File: src/rtl/riscv_hzrd_ctrl.sv
// Hazard and mul/div sequencing controller for the decode/execute boundary.
// Generates stall/flush controls and one-cycle start pulses for the multi-cycle units.
//
// state   | meaning
// IDLE    | no op in flight; mul/div start detected here; hazards evaluated
// MUL_RUN | multiplier busy for MUL_LAT cycles, pipeline held
// DIV_RUN | divider busy until div_done or DIV_TMO cycles, pipeline held
// DONE    | one release cycle; mul/div advances, hazards evaluated, no start
module riscv_hzrd_ctrl #(
    parameter int MUL_LAT = 3,
    parameter int DIV_TMO = 64,
    parameter int CNT_W   = 7
) (
    input  logic       i_riscv_hz_clk,
    input  logic       i_riscv_hz_rst,
    input  logic [1:0] i_riscv_hz_funcsel_e,
    input  logic [1:0] i_riscv_hz_resultsrc_e,
    input  logic [4:0] i_riscv_hz_rdaddr_e,
    input  logic [4:0] i_riscv_hz_rs1addr_d,
    input  logic [4:0] i_riscv_hz_rs2addr_d,
    input  logic       i_riscv_hz_pcsrc_e,
    input  logic       i_riscv_hz_div_done,
    output logic       o_riscv_hz_mul_start,
    output logic       o_riscv_hz_div_start,
    output logic       o_riscv_hz_stallpc,
    output logic       o_riscv_hz_stallfd,
    output logic       o_riscv_hz_stallde,
    output logic       o_riscv_hz_flushfd,
    output logic       o_riscv_hz_flushde,
    output logic       o_riscv_hz_flushem,
    output logic       o_riscv_hz_busy,
    output logic       o_riscv_hz_div_tmo
);

    localparam logic [1:0] S_IDLE    = 2'd0;
    localparam logic [1:0] S_MUL_RUN = 2'd1;
    localparam logic [1:0] S_DIV_RUN = 2'd2;
    localparam logic [1:0] S_DONE    = 2'd3;

    localparam logic [CNT_W-1:0] MUL_INIT = CNT_W'(MUL_LAT - 1);
    localparam logic [CNT_W-1:0] DIV_INIT = CNT_W'(DIV_TMO - 1);

    logic [1:0]       state;
    logic [1:0]       state_nxt;
    logic [CNT_W-1:0] cnt;
    logic [CNT_W-1:0] cnt_nxt;
    logic             div_tmo;
    logic             div_tmo_nxt;

    logic is_mul;
    logic is_div;
    logic load_use;
    logic hazard_en;
    logic op_stall;

    logic mul_start_c;
    logic div_start_c;
    logic stallpc_c;
    logic stallfd_c;
    logic flushfd_c;
    logic flushde_c;
    logic busy_c;

    assign is_mul   = (i_riscv_hz_funcsel_e == 2'b01);
    assign is_div   = (i_riscv_hz_funcsel_e == 2'b10);
    assign load_use = (i_riscv_hz_resultsrc_e == 2'b01) && (i_riscv_hz_rdaddr_e != 5'd0) &&
                      ((i_riscv_hz_rs1addr_d == i_riscv_hz_rdaddr_e) ||
                       (i_riscv_hz_rs2addr_d == i_riscv_hz_rdaddr_e));

    always_comb begin
        state_nxt   = state;
        cnt_nxt     = cnt;
        div_tmo_nxt = div_tmo;
        mul_start_c = 1'b0;
        div_start_c = 1'b0;
        op_stall    = 1'b0;
        hazard_en   = 1'b0;
        case (state)
            S_IDLE: begin
                if (is_mul) begin
                    mul_start_c = 1'b1;
                    op_stall    = 1'b1;
                    cnt_nxt     = MUL_INIT;
                    state_nxt   = S_MUL_RUN;
                end else if (is_div) begin
                    div_start_c = 1'b1;
                    op_stall    = 1'b1;
                    cnt_nxt     = DIV_INIT;
                    state_nxt   = S_DIV_RUN;
                end else begin
                    hazard_en = 1'b1;
                end
            end
            S_MUL_RUN: begin
                op_stall = 1'b1;
                if (cnt == '0) begin
                    state_nxt = S_DONE;
                end else begin
                    cnt_nxt = cnt - 1'b1;
                end
            end
            S_DIV_RUN: begin
                op_stall = 1'b1;
                // A result arriving on the last allowed cycle is a real completion, not a timeout.
                if (i_riscv_hz_div_done) begin
                    state_nxt = S_DONE;
                end else if (cnt == '0) begin
                    state_nxt   = S_DONE;
                    div_tmo_nxt = 1'b1;
                end else begin
                    cnt_nxt = cnt - 1'b1;
                end
            end
            default: begin
                hazard_en = 1'b1;
                state_nxt = S_IDLE;
            end
        endcase
    end

    always_comb begin
        stallpc_c = op_stall;
        stallfd_c = op_stall;
        flushfd_c = 1'b0;
        flushde_c = 1'b0;
        busy_c    = op_stall;
        if (hazard_en) begin
            if (i_riscv_hz_pcsrc_e) begin
                flushfd_c = 1'b1;
                flushde_c = 1'b1;
            end else if (load_use) begin
                stallpc_c = 1'b1;
                stallfd_c = 1'b1;
                flushde_c = 1'b1;
            end
        end
    end

    always_ff @(posedge i_riscv_hz_clk) begin
        if (i_riscv_hz_rst) begin
            state   <= S_IDLE;
            cnt     <= '0;
            div_tmo <= 1'b0;
        end else begin
            state   <= state_nxt;
            cnt     <= cnt_nxt;
            div_tmo <= div_tmo_nxt;
        end
    end

    // Reset masks every output so nothing leaks out while an op is being abandoned.
    assign o_riscv_hz_mul_start = mul_start_c & ~i_riscv_hz_rst;
    assign o_riscv_hz_div_start = div_start_c & ~i_riscv_hz_rst;
    assign o_riscv_hz_stallpc   = stallpc_c   & ~i_riscv_hz_rst;
    assign o_riscv_hz_stallfd   = stallfd_c   & ~i_riscv_hz_rst;
    assign o_riscv_hz_stallde   = op_stall    & ~i_riscv_hz_rst;
    assign o_riscv_hz_flushfd   = flushfd_c   & ~i_riscv_hz_rst;
    assign o_riscv_hz_flushde   = flushde_c   & ~i_riscv_hz_rst;
    assign o_riscv_hz_flushem   = op_stall    & ~i_riscv_hz_rst;
    assign o_riscv_hz_busy      = busy_c      & ~i_riscv_hz_rst;
    assign o_riscv_hz_div_tmo   = div_tmo     & ~i_riscv_hz_rst;

endmodule

File: config.mk
export PLATFORM = sky130hd
export DESIGN_NAME = riscv_hzrd_ctrl
export DESIGN_NICKNAME = d
export VERILOG_FILES = /design/src/rtl/riscv_hzrd_ctrl.sv
export SDC_FILE = /design/constraint.sdc
export NUM_CORES = 1
export LEC_CHECK = 0
export ABC_AREA = 1
export CAP_MARGIN = 20
export CORE_ASPECT_RATIO = 0.8
export CORE_MARGIN = 2
export CORE_UTILIZATION = 44
export CTS_CLUSTER_DIAMETER = 200
export CTS_CLUSTER_SIZE = 30
export DETAILED_ROUTE_END_ITERATION = 7
export GPL_TIMING_DRIVEN = 0
export MAX_ROUTING_LAYER = met4
export PLACE_DENSITY_LB_ADDON = 0.2
export SYNTH_ARGS = -nofsm -noshare
export SYNTH_HDL_FRONTEND = slang
export SYNTH_SLANG_ARGS = --single-unit
export TNS_END_PERCENT = 100
File: constraint.sdc
create_clock -name i_riscv_hz_clk -period 2.1 [get_ports i_riscv_hz_clk]
set_clock_uncertainty 0.05 [all_clocks]
set_input_delay 0.21 -clock i_riscv_hz_clk [delete_from_list [all_inputs] [get_ports i_riscv_hz_clk]]
set_output_delay 0.21 -clock i_riscv_hz_clk [all_outputs]
set_load 0.02 [all_outputs]
# Word-level counts from Yosys, hierarchy flattened
# Index checks and enable logic that the tools add are counted.
[word_totals]
ff_bits = 10
input_bits = 23
output_inout_bits = 10
wordCells = 60
[op_classes]
add_sub_neg = 1
eq_ne = 9
muxes = 28
bitwise_logic = 9
reduce_logical = 10
[ops]
columns = ["op", "count"]
rows = [
  ["2-to-1 mux 7 bit", 4],
  ["case mux 7 bit (3 select lines)", 1],
  ["2-to-1 mux 1 bit", 16],
  ["== test 5 bit", 2],
  ["2-to-1 mux 2 bit", 4],
  ["bitwise AND 1 bit", 7],
  ["logical NOT 7 bit", 1],
  ["subtractor 7 x 1 -> 7 bit (second input constant)", 1],
  ["== test 2 x 1 -> 1 bit (second input constant)", 3],
  ["case mux 2 bit (3 select lines)", 1],
  ["AND reduction 3 bit", 2],
  ["nonzero test 5 bit", 1],
  ["== test 2 bit (second input constant)", 2],
  ["case mux 1 bit (2 select lines)", 2],
  ["!= test 3 bit (second input constant)", 1],
  ["nonzero test 3 bit", 1],
  ["logical AND 1 bit", 2],
  ["logical NOT 2 bit", 1],
  ["!= test 2 bit (second input constant)", 1],
  ["NOT 1 bit", 2],
  ["OR reduction 2 bit", 1],
  ["logical OR 1 bit", 1],
]

# Logic depth before layout (Yosys ltp)
[logic_depth]
depth_word = 8
ltp_mapped = 10
depth_no_buf = 10

# Worst setup path after synthesis
# OpenSTA, ideal clock, no wires.
[synth_path]
path_kind = "register to output"
from = "reg state[0]"
to = "out o_riscv_hz_stallpc"
t_arrival_ps = 1887
required_ps = 1840
path_slack_ps = -47
path_stages_with_launch = 10
n_path_buf = 1
cell_sequence = "dfxtp_1 -> inv_1 -> ha_1 -> inv_1 -> o21ai_0 -> nand2_1 -> nor2_1 -> inv_1 -> nand2_1 -> buf_4"
[synth_between]
elab_chain_len = 7
elab_cells_between_ends = 10
classes_between = "eq/ne: 2; mux: 5; bitwise: 1; reduce/logical: 2"
[synth_lines]
columns = ["element", "line", "text"]
rows = [
  ["start, declared", "43", "logic [1:0] state;"],
  ["start signal, assigned", "145", "state <= state_nxt;"],
  ["== test 2 bit or == test 2 x 1 -> 1 bit (tied branches)", "78", "case (state)"],
  ["OR reduction 2 bit (no source line)", "-", ""],
  ["case mux 1 bit (2 select lines)", "78", ""],
  ["2-to-1 mux 1 bit (2 in series)", "-", ""],
  ["2-to-1 mux 1 bit (*)", "-", ""],
  ["bitwise AND 1 bit (*)", "-", ""],
  ["end, declared", "25", "output logic o_riscv_hz_stallpc,"],
]
# Every way passes the cells marked *; elsewhere a longest branch is shown, timed or not.

# Worst setup path after layout
[layout_path]
from = "reg state[0]"
to = "out o_riscv_hz_flushem"
[layout_between]
elab_chain_len = 4
elab_cells_between_ends = 6
classes_between = "eq/ne: 2; mux: 1; bitwise: 1; reduce/logical: 2"
[layout_lines]
columns = ["element", "line", "text"]
rows = [
  ["== test 2 bit or == test 2 x 1 -> 1 bit (tied branches)", "78", ""],
  ["OR reduction 2 bit (no source line)", "-", ""],
  ["case mux 1 bit (2 select lines) (*)", "78", ""],
  ["bitwise AND 1 bit (*)", "159", "assign o_riscv_hz_flushem = op_stall & ~i_riscv_hz_rst;"],
  ["end, declared", "30", "output logic o_riscv_hz_flushem,"],
]
# Marked as above.

==> metrics.yaml <==
logic_synthesis:
  post_synth_main_area_contributors: "sky130_fd_sc_hd__dfxtp_1 (21%), sky130_fd_sc_hd__nand2_1 (11%), sky130_fd_sc_hd__nor2_1 (11%), sky130_fd_sc_hd__ha_1 (11%), sky130_fd_sc_hd__inv_1 (9.2%)"
  synth_fp_nets: 179
  yosys_warnings: 0
  post_synth_inst_count: 148
  netlist_area_um2: 937
  netlist.area_leader.share: 0.214
  synth.yosys.seq_area_share: 0.214
  synth.lib_cells_used.distinct: 21
  yosys_top_cell_by_area: "sky130_fd_sc_hd__dfxtp_1"
  ys_seq_elements: 10
  syn-mean-instance-area_um2: 6.33
finish:
  most-common-layout-cells: "sky130_fd_sc_hd__nand2_1 (26), sky130_fd_sc_hd__nor2_1 (26), sky130_fd_sc_hd__clkdlybuf4s50_1 (21)"
  diodes: 0
  final_standard_cell_area_without_fillers_um2: 1360
  fillCellCount: 179
  finish.net_count: 217
  final_cell_count_no_fill: 208
  syn_to_final_growth_pct: 44.6
  post_route_cells_drive_above_1_share: 0.174
detailed_routing:
  drt_first_pass_iters: 4
  drc: 0
  dr_total_vias: 1019
  detail_route.iter0.violations: 42
  postRouteWirelength_um: 2290
  route.antenna.remaining_nets: 0
  wl_per_cell_um: 11.0
  viasPerCell: 4.90
clock_network:
  tritoncts: "done"
  cts.sinks: 10
  cts.root.buffer_cell: "sky130_fd_sc_hd__clkbuf_4"
  worst_skew_pair.late_latency_ns: 0.27
  path_clk_slew_ns: 0.07
  cts-buffers-inserted: 3
  clk_buf_depth: 2
  cts_max_level: 1
timing:
  timing.max_slew.rel_slack: 0.811
  finalWorstPathRequiredPeriod_ns: 1.99
  worstMarginPinSlew_ns: 0.283
  setup_viol: 0
  finalCritPeriodShare: 0.949
  finalMaxSlewViolations: 0
  setup_repair_after_global_routing_missed_its_margin: "no"
  maximum_operating_frequency_mhz: 502
  timing.final.hold_violations: 0
  setup-tns-final_ns: 0
global_route:
  initial_antenna_violation_count: 0
  globalRouteTotalUtil: 0.197
  maximum_number_of_pins_on_one_net_before_global_route_repair: 10
  grt_pass1_vias: 912
  grt_remaining_overflow: 0
  global_route_wire_length_before_repair_um: 3680
placed_design:
  hpwlAfterDp_um: 1840
  port_buffers: 31
  dpl-instance-area_um2: 1280
  placed_cells_incl_taps: 203
  globalplace.congestion: 0.845
floorplanning:
  fp.dieArea_um2: 2520
  placement_rows: 14
  die-height_um: 45.3
  placeableCoreArea_um2: 1940
  pin_count: 33
  start_util: 0.482
  chipWidth_um: 55.6
power:
  post_route_total_power_mw: 1.67
  power.leakage_nw: 0.659
  power-per-cell-area_nw_per_um2: 1230
  ir_worst_vdd_mv: 0.994
setup_path:
  critical_path.endpoint_type: "primary output"
  setup.worst_path.start_class: "flip-flop"
  timing.setup.critical_path_class: "flip-flop to primary output"
  critical_path_arrival_ns: 1.73
  critPathMaxFanout: 5
  crit_required_ns: 1.84
hold_path:
  hp-class: "input port to flip-flop"
flow_run:
  drv_cap: 0
status:
  run_status: "finished clean"
where the power goes:
group | switching, mW | internal, mW
Sequential | 0.0807 | 0.269
Combinational | 0.681 | 0.504
Clock | 0.0718 | 0.0664
sequential cells by signal (all words and copies together), names as in the netlist:
name / count
cnt: 7
div_tmo: 1
state: 2
metal layers:
| metal | GRT usage | wire (µm) |
|---|---|---|
| met4 | 0.0878 | 53 |
| met2 | 0.374 | 1210 |
| met5 | - | 0 |
| met1 | 0.200 | 909 |
| met3 | 0.0430 | 114 |
stage by stage:
stage	hold WS [ns]	setup WS (ns)	utilization
floorplan	0.324	0.0795	-
global placement	0.384	-0.474	0.658
detailed placement	0.398	-0.557	0.658
CTS	0.0980	-0.0472	0.674
global route	0.122	0.00259	0.697
finish	0.111	0.106	0.697
synth_stat cells, drive strengths merged:
library cell	number
nand2	30
nor2	28
inv	24
a21oi	13
o21ai	11
dfxtp	10
ha	8
xor2	7
nand3	6
buf	4
xnor2	3
nor3	2
nand4	1
o31ai	1
critical path: stages (launching register included):
cell                              delay [ns]
sky130_fd_sc_hd__dfxtp_4                0.39
sky130_fd_sc_hd__inv_4                  0.05
sky130_fd_sc_hd__ha_4                   0.27
sky130_fd_sc_hd__inv_1                  0.08
sky130_fd_sc_hd__o21ai_0                0.08
sky130_fd_sc_hd__nand2_1                0.11
sky130_fd_sc_hd__nor2_4                 0.12
sky130_fd_sc_hd__buf_4                  0.11
sky130_fd_sc_hd__clkdlybuf4s15_2        0.25
area by class of cell:
cell class	count	area [µm²]	share of cell area
clock buffers	3	22.5	0.0166
well taps	24	30.0	0.0222
flip-flops and latches	10	208	0.153
repair buffers	33	318	0.235
multi-input cells	110	652	0.481
plain buffers	4	30.0	0.0222
inverters	24	95.1	0.0702
cell families after synthesis:
family | synth area share
flip-flops | 0.214
buffers and inverters | 0.128
AO/OA/AOI/OAI | 0.160
AND/OR/NAND/NOR | 0.298
adder cells (fa/ha/maj) | 0.107
XOR/XNOR | 0.0935
path summary, 6_finish.rpt:
path	cells after the start	slack (ns)	end	from
max	8	0.11	o_riscv_hz_flushem	state[0]
min	2	0.11	state[0]	i_riscv_hz_rst
max reg2reg	9	0.58	cnt[3]	state[0]
min reg2reg	2	0.41	cnt[6]	cnt[6]
what timing repair did:
action                                  4_1_cts  5_1_grt
endpoints found under the setup margin        9        6
resized for setup                            29       10
pin swaps                                     0        2
buffers inserted                              0        2
hold buffers                                  0        0
gates cloned                                  0        0
No activity file was read; power rests on OpenSTA's default activity.
